===== config.mk =====
export PLATFORM = sky130hd
export DESIGN_NAME = instruction_sequencer
export DESIGN_NICKNAME = d
export VERILOG_FILES = /design/src/rtl/ucisc_pkg.sv /design/src/rtl/instruction_decoder.sv /design/src/rtl/instruction_sequencer.sv
export SDC_FILE = /design/constraint.sdc
export NUM_CORES = 1
export LEC_CHECK = 0
export ABC_AREA = 0
export CORE_AREA = 5 5 67 51
export DETAILED_ROUTE_END_ITERATION = 8
export DIE_AREA = 0 0 72 56
export GPL_ROUTABILITY_DRIVEN = 0
export PLACE_DENSITY_LB_ADDON = 0.05
export RECOVER_POWER = 50
export SLEW_MARGIN = 20
export SYNTH_ARGS = -nofsm -noshare
export SYNTH_HDL_FRONTEND = slang
export SYNTH_SLANG_ARGS = --single-unit

===== constraint.sdc =====
create_clock -name clock -period 3.75 [get_ports clock]
set_clock_uncertainty 0.1 [all_clocks]
set_input_delay 0.5625 -clock clock [delete_from_list [all_inputs] [get_ports clock]]
set_output_delay 0.5625 -clock clock [all_outputs]
set_load 0.01 [all_outputs]

===== src/rtl/ucisc_pkg.sv =====
// Shared types, register codes and operand helpers for the instruction sequencer.
package ucisc_pkg;

  localparam logic [15:0] HALT_WORD = 16'h0000;

  localparam logic [3:0] REG_PC    = 4'd0;
  localparam logic [3:0] REG_IMM   = 4'd4;
  localparam logic [3:0] REG_FLAGS = 4'd8;

  localparam logic [1:0] STEP_FETCH = 2'd0;
  localparam logic [1:0] STEP_LOAD  = 2'd1;
  localparam logic [1:0] STEP_EXEC  = 2'd2;
  localparam logic [1:0] STEP_STORE = 2'd3;

  typedef enum logic [2:0] {
    ST_IDLE,
    ST_FETCH,
    ST_LOAD,
    ST_EXEC,
    ST_STORE,
    ST_HALT
  } state_e;

  typedef enum logic [1:0] {
    EFF_ALWAYS      = 2'b00,
    EFF_IF_ZERO     = 2'b01,
    EFF_IF_NOT_ZERO = 2'b10,
    EFF_FLAGS_ONLY  = 2'b11
  } effect_e;

  // Bit 2 (the immediate / register-direct bit) clear and a non-zero low pair
  // selects a memory operand: codes 1-3 and 9-B.
  function automatic logic is_mem_operand(input logic [3:0] code);
    return ((code & REG_IMM) == 4'd0) && (code[1:0] != 2'b00);
  endfunction

  function automatic logic store_allowed(input effect_e effect, input logic zero);
    logic allow;
    case (effect)
      EFF_ALWAYS:      allow = 1'b1;
      EFF_IF_ZERO:     allow = zero;
      EFF_IF_NOT_ZERO: allow = ~zero;
      default:         allow = 1'b0;
    endcase
    return allow;
  endfunction

endpackage


===== src/rtl/instruction_decoder.sv =====
// Combinational field extraction and operand classification of the latched instruction.
module instruction_decoder
  import ucisc_pkg::*;
(
  input  logic [15:0] instr,
  output logic [3:0]  src,
  output logic [3:0]  dst,
  output logic [3:0]  alu,
  output effect_e     effect,
  output logic        push_bit,
  output logic        pop_bit,
  output logic        src_mem,
  output logic        dst_mem,
  output logic        dst_is_pc,
  output logic        dst_is_flags
);

  assign dst          = instr[15:12];
  assign src          = instr[11:8];
  assign push_bit     = instr[7];
  assign pop_bit      = instr[6];
  assign effect       = effect_e'(instr[5:4]);
  assign alu          = instr[3:0];
  assign src_mem      = is_mem_operand(instr[11:8]);
  assign dst_mem      = is_mem_operand(instr[15:12]);
  assign dst_is_pc    = (instr[15:12] == REG_PC);
  assign dst_is_flags = (instr[15:12] == REG_FLAGS);

endmodule


===== src/rtl/instruction_sequencer.sv =====
// Four-step instruction sequencer driving register_block step/select/strobe inputs.
//
// state    | meaning
// ---------+---------------------------------------------------------------
// IDLE     | paused by run=0, waits for run
// FETCH    | read instruction word; first cycle after reset only checks run
// LOAD     | fetch source operand, waits on memory for memory operands
// EXEC     | one cycle, store decision taken from flags into commit
// STORE    | write destination / flags, PC increment on exit
// HALT     | halt word seen, left only through reset
module instruction_sequencer
  import ucisc_pkg::*;
(
  input  logic        clock,
  input  logic        reset,
  input  logic        run,
  input  logic [15:0] instruction,
  input  logic        mem_ready,
  input  logic [15:0] flags,
  output logic [1:0]  step,
  output logic [3:0]  desired_source,
  output logic [3:0]  desired_destination,
  output logic        write_enable,
  output logic        write_flags,
  output logic        inc_enable,
  output logic        push,
  output logic        pop,
  output logic        mem_read_req,
  output logic        mem_write_req,
  output logic [3:0]  alu_code,
  output logic        halted
);

  state_e      state_q, state_d;
  logic [15:0] ir_q, ir_d;
  logic        commit_q, commit_d;
  logic        armed_q, armed_d;
  logic        store_done;

  effect_e     effect;
  logic        push_bit, pop_bit, src_mem, dst_mem, dst_is_pc, dst_is_flags;

  // Only the zero flag steers the store decision.
  logic        unused_flags;
  assign unused_flags = ^flags[15:1];

  instruction_decoder u_decoder (
    .instr        (ir_q),
    .src          (desired_source),
    .dst          (desired_destination),
    .alu          (alu_code),
    .effect       (effect),
    .push_bit     (push_bit),
    .pop_bit      (pop_bit),
    .src_mem      (src_mem),
    .dst_mem      (dst_mem),
    .dst_is_pc    (dst_is_pc),
    .dst_is_flags (dst_is_flags)
  );

  // State, latched instruction and commit decision; reset parks in FETCH with no request.
  always_ff @(posedge clock or negedge reset) begin
    if (!reset) begin
      state_q  <= ST_FETCH;
      ir_q     <= '0;
      commit_q <= 1'b0;
      armed_q  <= 1'b0;
    end else begin
      state_q  <= state_d;
      ir_q     <= ir_d;
      commit_q <= commit_d;
      armed_q  <= armed_d;
    end
  end

  // Next-state and strobe decode; wait states extend while mem_ready is low under a request.
  always_comb begin
    state_d       = state_q;
    ir_d          = ir_q;
    commit_d      = commit_q;
    armed_d       = 1'b1;
    store_done    = 1'b0;
    step          = STEP_FETCH;
    write_enable  = 1'b0;
    write_flags   = 1'b0;
    inc_enable    = 1'b0;
    push          = 1'b0;
    pop           = 1'b0;
    mem_read_req  = 1'b0;
    mem_write_req = 1'b0;
    halted        = 1'b0;
    case (state_q)
      ST_IDLE: begin
        if (run) state_d = ST_FETCH;
      end
      ST_FETCH: begin
        // armed_q is low only in the first cycle out of reset: decide run/pause
        // there without issuing a read.
        if (!armed_q) begin
          state_d = run ? ST_FETCH : ST_IDLE;
        end else begin
          mem_read_req = 1'b1;
          if (mem_ready) begin
            ir_d    = instruction;
            state_d = (instruction == HALT_WORD) ? ST_HALT : ST_LOAD;
          end
        end
      end
      ST_LOAD: begin
        step = STEP_LOAD;
        if (src_mem) begin
          mem_read_req = 1'b1;
          if (mem_ready) begin
            pop     = pop_bit;
            state_d = ST_EXEC;
          end
        end else begin
          state_d = ST_EXEC;
        end
      end
      ST_EXEC: begin
        step     = STEP_EXEC;
        commit_d = store_allowed(effect, flags[0]);
        state_d  = ST_STORE;
      end
      ST_STORE: begin
        step         = STEP_STORE;
        write_enable = commit_q;
        store_done   = 1'b1;
        if (commit_q && dst_mem) begin
          mem_write_req = 1'b1;
          store_done    = mem_ready;
        end
        if (store_done) begin
          write_flags = ~dst_is_flags;
          push        = commit_q & push_bit;
          inc_enable  = ~(commit_q & dst_is_pc);
          state_d     = run ? ST_FETCH : ST_IDLE;
        end
      end
      ST_HALT: begin
        halted = 1'b1;
      end
      default: begin
        state_d = ST_FETCH;
      end
    endcase
  end

endmodule


==> flow_summary.toml <==
[synth]
synthMuxAreaShare_pct = 19.5
synth_top_area_share_pct = 47.3
ys_seq_area_share_pct = 49.8
synthAdderAreaFrac_pct = 0
synthCells = 92
ys_types = 31
syn_nets = 128
ys_warn_count = 0
synthFlopType = "dfrtp_1"
avgSynthCellArea_um2 = 11.5
netlist_area_um2 = 1060
synth_edf_count = 0
synthSimpleGateAreaFrac_pct = 18.5
ys_ff_latch = 21
synth_compound_area_share_pct = 6.98
synthArstFlopShare_pct = 100
synth.area.top_cells = "dfrtp_1, mux2_4, mux2_2"
synthXorXnorAreaFrac_pct = 0
yosysTopAreaCell = "dfrtp_1"
synth_top_family_by_area = "multiplexers"

[pwr]
p_sw_share_pct = 34.0
comb_power_share_pct = 47.3
clock_power_share_pct = 12.9
seqPwrFrac_pct = 39.7
peakVddDrop_mv = 0.393
power_switching_mw = 0.380
leakage_nw = 0.631
powerDensity_nw_per_um2 = 727
finalPower_mw = 1.12
p_int_mw = 0.738

[worst_hold_path]
worstHoldPathType = "flip-flop to flip-flop"

[clock_network]
cts_root_buf = "clkbuf_8"
clock_path_buffers = 2
ctsResizeCount = 0
cts_max_level = 1
clock_latency_ps = 250
cts_tree = "yes"
cts_hold_buf = 0
post_cts_buffers = 0
path_clk_slew_ps = 70
cts_num_sinks = 21
cts_made_buffers = 3

[layout]
final_design_area_no_fill_um2 = 1540
final_common_cell = "clkdlybuf4s50_1"
antenna_cells = 0
syn2layout_area_growth_pct = 45.6
layout-drive-gt1-share_pct = 19.1
nets = 173
final_core_util_pct = 57.4
layout_common_cells = "clkdlybuf4s50_1, dfrtp_1, dlygate4sd3_1"

[sta]
timing.final.crit_share_pct = 79.4
slew_viol_final = 0
rsz0062_at_grt = "false"
tightest_slew_ps = 970
slew_headroom_pct = 35.1
hold_viol_final = 0
max_freq_mhz = 336
tns_ps = 0
period_needed_ps = 2980
setup_viol = 0

[placed_design]
place_hpwl_um = 1950
portBuffers = 42
postPlaceCellArea_um2 = 1490

[global_routing]
grt_max_degree = 22
grt.overflow.total = 0
grt_pass1_wl_um = 4420
antenna_found_initial = 0
grt_pass1_vias = 963
track_usage_pct = 13.9

[setup_path]
critPathKind = "input port to output port"
critPathArrivalTime_ps = 2310
end_kind = "output port"
r2r_setup_slack_ps = 1700
crit_fanout = 7
required_ps = 3090
worst_setup_path_start_kind = "input port"

[routing]
vias_per_cell = 4.98
ant_nets = 0
num_vias = 857
drtIter0Drc = 57
routed_wl_um = 2490
drt_pass1_iterations = 4
drc = 0
wire_per_inst_um = 14.5

[job]
max_cap_viol_count = 0

[die]
die_h_um = 56
dieArea_um2 = 4030
die_w_um = 72
core_um2 = 2680
rows = 16
start_util_pct = 39.4
ioPinCount = 58

[run_status]
outcome = "completed"
[stage by stage]
step	setup WS, ps	cells	hold WS, ps
finish	773	172	408
global route	649	172	428
CTS	783	172	418
detailed placement	788	168	392
global placement	799	168	387
floorplan	1810	92	167
[synth_stat cells (2+ instances only)]
| master | n |
|---|---|
| mux2_4 | 7 |
| nor4_1 | 4 |
| mux2_2 | 9 |
| o21ai_0 | 3 |
| nand2b_1 | 2 |
| a21oi_1 | 3 |
| nor2_1 | 8 |
| nand2_1 | 6 |
| inv_1 | 4 |
| o22ai_1 | 2 |
| nor3_1 | 4 |
| nand3_1 | 2 |
| dfrtp_1 | 20 |
[flip-flops by register name, summed over array words and instances (netlist names)]
signal,flops
armed_q,1
commit_q,1
ir_q,16
state_q,3
[final cells by class]
type / instances / area, um2
Multi-Input combinational cell: 64 / 479
Fill cell: 239 / 1140
Timing Repair Buffer: 43 / 428
Inverter: 4 / 15.0
Clock buffer: 4 / 45.0
Tap cell: 36 / 45.0
Sequential cell: 21 / 527
[final timing paths]
path | endpoint | start | cells after the start
min in group asynchronous | ir_q[0] | reset | 1
hold / removal | ir_q[2] | ir_q[2] | 1
setup / recovery | inc_enable | mem_ready | 5
hold reg to reg | ir_q[2] | ir_q[2] | 1
setup reg to reg | ir_q[10] | state_q[2] | 4
max in group asynchronous | state_q[1] | reset | 1
[kinds of logic (layout without fill, tap and decap cells)]
family	count (synthesis)	in the layout
other	1	1
flip-flops	21	21
AO/OA/AOI/OAI	12	12
AND/OR/NAND/NOR	35	35
buffers and inverters	7	51
multiplexers	16	16
[worst max-delay path, cell delays in order]
cell	delay, ps
clkdlybuf4s50_1	610
nor3_1	110
or2_2	310
a31oi_1	160
clkdlybuf4s50_1	560
[metal layers]
| metal | global-route usage, % | share of wire, % | vias to the layer above |
|---|---|---|---|
| met3 | 5.23 | 6.7 | 2 |
| met4 | 1.61 | 0.32 | 0 |
| met1 | 19.1 | 49 | 410 |
| li1 | - | - | 420 |
| met2 | 21.3 | 44 | 25 |
| met5 | 0 | 0 | - |
[power groups by stage]
stage	logic [mW]	clock network [mW]	registers [mW]
after floorplan	0.292	0	0.446
after global placement	0.548	0	0.445
final	0.529	0.145	0.444
after CTS	0.556	0.149	0.448
after detailed placement	0.553	0	0.450
after global routing	0.582	0.157	0.470
Note: power is estimated with default switching activity, not from simulation.
